==> config.mk <==
export PLATFORM = sky130hd
export DESIGN_NAME = debounce_sched
export DESIGN_NICKNAME = d
export VERILOG_FILES = /design/src/rtl/debounce_pkg.sv /design/src/rtl/debounce_rr_arb.sv /design/src/rtl/debounce_sched.sv
export SDC_FILE = /design/constraint.sdc
export NUM_CORES = 1
export LEC_CHECK = 0
export CORE_MARGIN = 1.5
export CORE_UTILIZATION = 54
export DETAILED_ROUTE_END_ITERATION = 8
export PLACE_DENSITY = 0.85
export SLEW_MARGIN = 0
export SYNTH_ARGS = -nofsm -noshare
export SYNTH_HDL_FRONTEND = slang
export SYNTH_SLANG_ARGS = --single-unit
==> constraint.sdc <==
create_clock -name clk -period 2.15 [get_ports clk]
set_clock_uncertainty 0.15 [all_clocks]
set_input_delay 0.5375 -clock clk [delete_from_list [all_inputs] [get_ports clk]]
set_output_delay 0.5375 -clock clk [all_outputs]
set_load 0.005 [all_outputs]
==> src/rtl/debounce_pkg.sv <==
// debounce_pkg: per-button state encodings and default timing constants for debounce_sched.
package debounce_pkg;
  typedef enum logic [2:0] {
    REL    = 3'd0,
    REQ_DN = 3'd1,
    TMR_DN = 3'd2,
    PRS    = 3'd3,
    REQ_UP = 3'd4,
    TMR_UP = 3'd5
  } btn_st_e;
  localparam int DEB_CNT_DEF = 1000000;
  localparam int CNT_W_DEF   = 32;
  function automatic logic deb_lvl(input btn_st_e s);
    return !(s == PRS || s == REQ_UP || s == TMR_UP);
  endfunction
endpackage

==> src/rtl/debounce_rr_arb.sv <==
// debounce_rr_arb: combinational round-robin pick, searching upward from last_grant+1 with wrap.
module debounce_rr_arb
  import debounce_pkg::*;
#(
  parameter int N_BTN = 4,
  localparam int IW = (N_BTN > 1) ? $clog2(N_BTN) : 1
) (
  input  logic [N_BTN-1:0] req,
  input  logic [IW-1:0]    last_grant,
  output logic             gnt_valid,
  output logic [IW-1:0]    gnt_idx
);
  logic [IW-1:0] j;
  // Walk from the farthest candidate down so the nearest one after last_grant wins.
  always_comb begin
    gnt_valid = 1'b0;
    gnt_idx   = '0;
    j         = '0;
    for (int k = N_BTN; k >= 1; k--) begin
      j = IW'((int'(last_grant) + k) % N_BTN);
      if (req[j]) begin
        gnt_valid = 1'b1;
        gnt_idx   = j;
      end
    end
  end
endmodule

==> src/rtl/debounce_sched.sv <==
// debounce_sched: N active-low buttons debounced through one shared, round-robin arbitrated timer.
// Define DEBOUNCE_SCHED_RELEASE_PULSE_EN to add release_pulse_o.
module debounce_sched
  import debounce_pkg::*;
#(
  parameter int N_BTN   = 4,
  parameter int DEB_CNT = DEB_CNT_DEF,
  parameter int CNT_W   = CNT_W_DEF,
  localparam int IW = (N_BTN > 1) ? $clog2(N_BTN) : 1
) (
  input  logic             clk,
  input  logic             rstn,
  input  logic [N_BTN-1:0] but_in,
  output logic [N_BTN-1:0] but_deb_o,
  output logic [N_BTN-1:0] press_pulse_o,
  output logic             tmr_busy_o,
  output logic [IW-1:0]    tmr_owner_o
`ifdef DEBOUNCE_SCHED_RELEASE_PULSE_EN
  ,
  output logic [N_BTN-1:0] release_pulse_o
`endif
);
  btn_st_e          st    [N_BTN];
  btn_st_e          st_nx [N_BTN];
  logic [N_BTN-1:0] req, lvl;
  logic [CNT_W-1:0] cnt;
  logic [IW-1:0]    last_grant, gnt_idx;
  logic             gnt_valid, grant, done;
  assign done  = tmr_busy_o && cnt == CNT_W'(DEB_CNT - 1);
  assign grant = !tmr_busy_o && gnt_valid;
  debounce_rr_arb #(.N_BTN(N_BTN)) u_arb (
    .req        (req),
    .last_grant (last_grant),
    .gnt_valid  (gnt_valid),
    .gnt_idx    (gnt_idx)
  );
  // A button in TMR_* that does not own a running timer is treated as corrupt and released.
  always_comb begin
    req = '0;
    lvl = '1;
    for (int i = 0; i < N_BTN; i++) begin
      req[i] = st[i] == REQ_DN || st[i] == REQ_UP;
      lvl[i] = deb_lvl(st[i]);
      case (st[i])
        REL:     st_nx[i] = but_in[i] ? REL : REQ_DN;
        REQ_DN:  st_nx[i] = (grant && gnt_idx == IW'(i)) ? TMR_DN : but_in[i] ? REL : REQ_DN;
        TMR_DN:  st_nx[i] = !(tmr_busy_o && tmr_owner_o == IW'(i)) ? REL :
                            !done ? TMR_DN : but_in[i] ? REL : PRS;
        PRS:     st_nx[i] = but_in[i] ? REQ_UP : PRS;
        REQ_UP:  st_nx[i] = (grant && gnt_idx == IW'(i)) ? TMR_UP : but_in[i] ? REQ_UP : PRS;
        TMR_UP:  st_nx[i] = !(tmr_busy_o && tmr_owner_o == IW'(i)) ? REL :
                            !done ? TMR_UP : but_in[i] ? REL : PRS;
        default: st_nx[i] = REL;
      endcase
    end
  end
  always_ff @(posedge clk or negedge rstn) begin
    if (!rstn) begin
      for (int i = 0; i < N_BTN; i++) st[i] <= REL;
    end else begin
      for (int i = 0; i < N_BTN; i++) st[i] <= st_nx[i];
    end
  end
  always_ff @(posedge clk or negedge rstn) begin
    if (!rstn) begin
      tmr_busy_o  <= 1'b0;
      cnt         <= '0;
      tmr_owner_o <= '0;
      last_grant  <= IW'(N_BTN - 1);
    end else if (grant) begin
      tmr_busy_o  <= 1'b1;
      cnt         <= '0;
      tmr_owner_o <= gnt_idx;
      last_grant  <= gnt_idx;
    end else if (done) begin
      tmr_busy_o  <= 1'b0;
      cnt         <= '0;
    end else if (tmr_busy_o) begin
      cnt <= cnt + 1'b1;
    end
  end
  // Outputs follow the state register by one cycle; pulses mark edges of the debounced level.
  always_ff @(posedge clk or negedge rstn) begin
    if (!rstn) begin
      but_deb_o       <= '1;
      press_pulse_o   <= '0;
`ifdef DEBOUNCE_SCHED_RELEASE_PULSE_EN
      release_pulse_o <= '0;
`endif
    end else begin
      but_deb_o       <= lvl;
      press_pulse_o   <= but_deb_o & ~lvl;
`ifdef DEBOUNCE_SCHED_RELEASE_PULSE_EN
      release_pulse_o <= ~but_deb_o & lvl;
`endif
    end
  end
endmodule

==> results of run 1 <==
==> per-stage QoR <==
stage               util, %  hold slack [ns]  setup TNS, ns
floorplan                 -           0.0919          -2.71
finish                 80.5           0.0164          -4.51
detailed placement     66.4            0.343          -2.07
global placement       66.4            0.342         -0.155
CTS                    71.5           0.0461         -0.837
global route           80.5           0.0289          -6.02
==> cell type report <==
cell class,instances,area share [%]
Clock buffer,14,3.64
Clock inverter,2,0.739
Sequential cell,57,30.4
Inverter,14,1.19
Timing Repair Buffer,84,15.7
Multi-Input combinational cell,275,46.4
Tap cell,75,1.98
==> placed cells by master (no fill, tap or decap), types with 13 or more instances in the layout <==
cell	instances
clkdlybuf4s50_1	15
nor2b_1	14
nand3_1	17
buf_4	58
dfrtp_1	45
nor2_4	14
nor2_1	19
o21ai_0	13
xnor2_1	15
nand2_1	21
==> logic make-up after synthesis <==
family | Yosys count | synth area share, %
XOR/XNOR | 27 | 7.23
multiplexers | 4 | 1.22
AND/OR/NAND/NOR | 169 | 27.6
adder cells (fa/ha/maj) | 1 | 0.382
flip-flops | 57 | 43.8
buffers and inverters | 25 | 3.56
AO/OA/AOI/OAI | 74 | 16.1
==> timing repair <==
action	in CTS	in global routing
cloned	0	3
endpoints found under the hold margin	0	0
hold buffers	0	0
pin swaps	14	28
resized for setup	19	83
setup endpoints to repair	40	44
setup buffers	1	13
==> worst max-delay path, cell delays in order, from the launching register on <==
cell,delay (ns)
dfrtp_1,0.48
nor4b_1,0.46
nand4_1,0.15
buf_4,0.21
nor3_4,0.21
buf_6,0.18
nand2_2,0.09
a22oi_2,0.17
nand3_1,0.10
==> power breakdown <==
part	internal, mW	total (mW)	switching [mW]
combinational	0.794	1.64	0.848
clock	0.629	1.06	0.427
sequential	1.26	1.47	0.215
total	2.68	4.17	1.49
==> synthesized netlist by cell type, types with 8 or more instances <==
cell / count / area share [%]
nor4_1: 9 / 1.7
nand2_1: 23 / 2.6
nor2b_1: 15 / 2.9
xnor2_1: 19 / 5.1
and3_1: 9 / 1.7
a21oi_1: 12 / 1.8
nor3_1: 12 / 1.8
inv_1: 13 / 1.5
nand4_1: 11 / 2.1
dfrtp_1: 51 / 39
or3_1: 8 / 1.5
o21ai_0: 17 / 2.6
nor2_1: 39 / 4.5
xor2_1: 8 / 2.1
nand3_1: 19 / 2.9
==> layer usage <==
layer	share of wire [%]	global-route usage (%)	routed length (um)
met5	0	0	0
met4	3.6	11.4	363
met3	6.2	7.30	618
met2	52	48.0	5210
met1	38	33.7	3790
==> state kept, by name, indices dropped and copies added (netlist names) <==
| name | count |
|---|---|
| press_pulse_o | 4 |
| last_grant | 2 |
| tmr_busy_o | 1 |
| but_deb_o | 4 |
| tmr_owner_o | 2 |
| st | 12 |
| cnt | 32 |
==> worst max path at each step <==
stage / from / end / slack (ns) / cells after the start
finish: cnt[22] / st[9] / -0.18 / 8
CTS: cnt[23] / cnt[18] / -0.08 / 7
detailed placement: st[11] / st[6] / -0.16 / 6
global placement: st[11] / st[7] / -0.04 / 6
floorplan: cnt[23] / cnt[19] / -0.17 / 7
global route: cnt[22] / st[9] / -0.22 / 8
==> metrics, run 1 <==
Critical Path End Type=register; Leak=between 1.5 and 2 nW; n_diodes=0; Mapped Cells=roughly 360; Area Growth Syn to Fin=44.9%; Layout Cell Area excl Fill=~4700 sq um; pwr dens=around 900 nW/um^2; Final Power=about 4.2 mW; yosys warns=0; placed instance count=just under 500; async set-reset flop share out of synthesis=100%; critical path data required time=around 2.2 ns; period utilisation layout=108%; setup ws final=-0.182 ns; I/O pin count=17; Non-Filler Instances=521; gpl congestion=0.903; DR vias/cell=6.41; slew of the pin with the lowest slew margin=0.419 ns; Slew HR=71.8%; reg2reg end=st[9]; # port buffers=16; status=finished with violations; Row Count=28; # fillers=between 300 and 400; DRT antenna net count=0; failing checks=setup timing; number of flops mapped to enable cells by yosys=0; unrepaired setup endpoints after global routing=yes; crit start category=register; worst-skew pair later-pin latency=0.35 ns; Clock transition at path regs=0.07 ns; routed wire length=about 10000 um; Root Buffer=clkbuf_8; share of the yosys chip area belonging to registers=about 44%; DRC=0; dpl ws=-0.165 ns; multi-input logic area=about 2200 sq um; CTS Sinks=57; Synth Flop Type=dfrtp_1; die outline width=a little over 80 um; vias=roughly 3,300; clock buffer depth=2; Post-Syn Area per Cell=slightly above 9 sq um; 1st-iter DRT viols=224; Post-Synthesis Cell Area=between 3000 and 4000 sq um; first-pass GRT wire length=between 10,000 and 15,000 um; Final setup violation count=just over 40; vias in the first global route=just over 3,000; maximum vdd drop=800 uV; pin count of the biggest net entering global routing=58; R2R cell count=8; Post-Place Cell Area=around 4000 sq um; H-tree depth=3; die height=a little over 80 um; Slew Limit Fails=0; Critical Path AT=about 2.4 ns; f_max=between 0.4 and 0.5 GHz; HPWL after DPL=5700 um; post-detailed-route wirelength per cell=~19 um; full die area=about 6500 sq um; Hold Path Class=input port to asynchronous set/reset pin; DRT Pass-1 Iters=7; Starting Density=approximately 56%; Num CTS Buffers=9; synthesized net count=~360; Sequential Area=around 1400 sq um; Yosys reg bits=between 50 and 60; initial antenna violation count=0; share of layout cells above drive strength 1=between 30% and 40%; Yosys cell types=58; clock tree from TritonCTS=done; Max Cap Viol=0; crit path kind=register to register; Critical R2R Launch=cnt[22]; fin nets=448; final hold vios=0; GRT overflow=0; fin crit period=2.33 ns; Core Area=~5900 sq um; R2R Setup Slk=-0.18 ns; GRT Util Overall=28.1%; Max FO, Critical Path=8
Power figures use the tool's default switching activity.
==> run 2: changes to the inputs <==
CORE_UTILIZATION = 39   (was 54)
PLACE_DENSITY = 0.67   (was 0.85)
==> run 2 against run 1 <==
  * The run still ends with setup timing left
  * Sequential cell count unchanged
  * Setup slack better by 0.057 ns
  * Utilization down 24 points
  * Wire length down 11%
  * First-iteration DRC count decreased by 46%
  * Via count is 6.3% lower
  * Critical path depth decreased by 1
  * Non-clock buffer count is 4 higher
  * Sequential power about the same
  * Register-to-register slack gained 0.06 ns
  * Critical path type unchanged
  * Largest cell class unchanged
==> metrics, run 2 (same netlist as run 1, synthesis figures left out) <==
Final Power=3.91 mW (was 4.17 mW); number of flip-flops under the largest register name=32 (unchanged); Flop pwr share=36.8% (was 35.3%); I/O pin count=17 (unchanged); Row Count=33 (was 28); 1st-iter DRT viols=121 (was 224); failing checks=setup timing (unchanged); initial antenna violation count=0 (unchanged); Most flops, register=cnt (unchanged); pin count of the biggest net entering global routing=58 (unchanged); biggest regs=cnt x32, st x12 (unchanged); clock tree from TritonCTS=done (unchanged); # fillers=703 (was 338); commonest non-fill, non-tap cell in the layout=buf_4 (unchanged); HPWL after DPL=5980 um (was 5700 um); crit path kind=register to register (unchanged); gpl congestion=0.828 (was 0.903); routed wire length=8890 um (was 9990 um); DRT antenna net count=0 (unchanged); clock buffer depth=2 (unchanged); critical path data required time=2.22 ns (about the same); Area Growth Syn to Fin=41.5% (was 44.9%); f_max=0.440 GHz (was 0.429 GHz); pwr dens=846 nW/um^2 (was 880 nW/um^2); sw frac=36.7% (was 35.7%); setup ws final=-0.125 ns (was -0.182 ns); Slew Limit Fails=0 (unchanged); final hold vios=0 (unchanged); Crit. path cell count=7 (was 8); highest-count cells in the layout ignoring fill and taps=62 x buf_4, 48 x dfrtp_1, 32 x nor2_1 (was 58 x buf_4, 45 x dfrtp_1, 21 x nand2_1); Num CTS Buffers=9 (unchanged); Crit-path slowest cell=or4_1 (was dfrtp_1); DR vias/cell=5.64 (was 6.41); die outline width=94.6 um (was 80.8 um); unrepaired setup endpoints after global routing=yes (unchanged); # port buffers=16 (unchanged); status=finished with violations (unchanged); n_diodes=0 (unchanged); CP Buf/Inv Count=1 (was 2); post-detailed-route wirelength per cell=16.0 um (was 19.2 um); Core Area=8180 sq um (was 5890 sq um); Starting Density=40.0% (was 55.6%); period utilisation layout=106% (was 108%); R2R cell count=7 (was 8); Critical Path End Type=register (unchanged); Clock transition at path regs=0.07 ns (about the same); maximum vdd drop=711 uV (was 800 uV); DRT Pass-1 Iters=4 (was 7); delay-heaviest family, CP=simple AND/OR/NAND/NOR gates (unchanged); post-layout util=56.6% (was 80.5%); CTS Sinks=57 (unchanged); share of layout cells above drive strength 1=33.3% (was 38.3%); H-tree depth=3 (unchanged); vias in the first global route=2,961 (was 3,033); CP peak stage delay=0.51 ns (was 0.48 ns); full die area=8950 sq um (was 6540 sq um); GRT Util Overall=20.7% (was 28.1%); Slew HR=70.3% (was 71.8%); Final setup violation count=34 (was 41); Leak=1.94 nW (was 1.95 nW); fin crit period=2.28 ns (was 2.33 ns); crit path cell chain=or4_1 > or3_4 > nor3_4 > buf_12 > nand2_1 > a22oi_2 > o21ai_1 (was nor4b_1 > nand4_1 > buf_4 > nor3_4 > buf_6 > nand2_2 > a22oi_2 > nand3_1); GRT overflow=0 (unchanged); first-pass GRT wire length=14,200 um (was 14,100 um); slew of the pin with the lowest slew margin=0.435 ns (was 0.419 ns); vias=3,131 (was 3,342); worst-skew pair later-pin latency=0.35 ns (about the same); Root Buffer=clkbuf_8 (unchanged); die height=94.6 um (was 80.8 um); Max FO, Critical Path=14 (was 8); dpl ws=-0.163 ns (was -0.165 ns); Hold Path Class=input port to asynchronous set/reset pin (unchanged); Pint=2.48 mW (was 2.68 mW); crit start category=register (unchanged); Fin Hold WS=0.0319 ns (was 0.0164 ns); fin nets=452 (was 448); Critical Path AT=2.35 ns (was 2.40 ns); Comb pwr share=41.2% (was 39.4%); Sw Pwr=1.44 mW (was 1.49 mW); DRC=0 (unchanged); clock share of power=22.0% (was 25.3%); Max Cap Viol=0 (unchanged)
## run 2: final timing paths
kind	start	end	slack (ns)
setup reg to reg	cnt[23]	st[3]	-0.13
min in group clk	but_deb_o[0]	press_pulse_o[0]	0.36
hold / removal	rstn	cnt[28]	0.03
hold reg to reg	but_deb_o[0]	press_pulse_o[0]	0.36
max in group asynchronous	rstn	but_deb_o[0]	1.49
setup / recovery	cnt[23]	st[3]	-0.13
## run 2: area by class of cell
cell class / count / area (sq um) / area share [%]
multi-input combinational: 275 / 2080 / 44.8
clock buffer: 10 / 128 / 2.76
sequential: 57 / 1440 / 31.1
timing repair buffer: 88 / 768 / 16.6
inverter: 14 / 52.6 / 1.14
tap: 105 / 131 / 2.84
clock inverter: 6 / 35.0 / 0.757
## run 2: through the flow
stage	instances	cell area (sq um)	setup TNS, ns
floorplan	357	3320	-2.71
global placement	531	4060	-0.368
detailed placement	531	4060	-1.74
CTS	548	4290	-0.421
global route	555	4630	-3.80
finish	555	4630	-1.07
## run 2: power groups by stage
stage / Sequential, mW / Combinational (mW) / Clock [mW]
2_1_floorplan: 1.41 / 0.742 / 0
3_3_place_gp: 1.42 / 1.28 / 0
3_5_place_dp: 1.43 / 1.31 / 0
4_1_cts: 1.41 / 1.37 / 0.884
5_1_grt: 1.46 / 1.75 / 0.942
6_report: 1.44 / 1.61 / 0.860
## run 2: routing by layer
layer / track usage (%) / wire [um] / up-vias
li1: - / - / 1488
met1: 26.4 / 3910 / 1572
met2: 33.5 / 4610 / 59
met3: 6.76 / 299 / 12
met4: 5.85 / 65 / 0
met5: 0 / 0 / -
## run 2: worst register-to-register path, cell delays in order (launching register included)
cell and delay [ns]:
dfrtp_1 0.38, or4_1 0.51, or3_4 0.38, nor3_4 0.16, buf_12 0.17, nand2_1 0.10
a22oi_2 0.20, o21ai_1 0.09
## run 2: timing repair
item,CTS,global route
pin swaps,3,26
endpoints found under the setup margin,38,44
resized for setup,14,57
gates cloned,0,1
setup buffers,1,7
hold buffers,0,0
==> run 3: changes to the inputs <==
CAP_MARGIN = 20   (was unset)
==> results of run 3 <==
Final layout, timing and power as in run 2 (identical DEF).
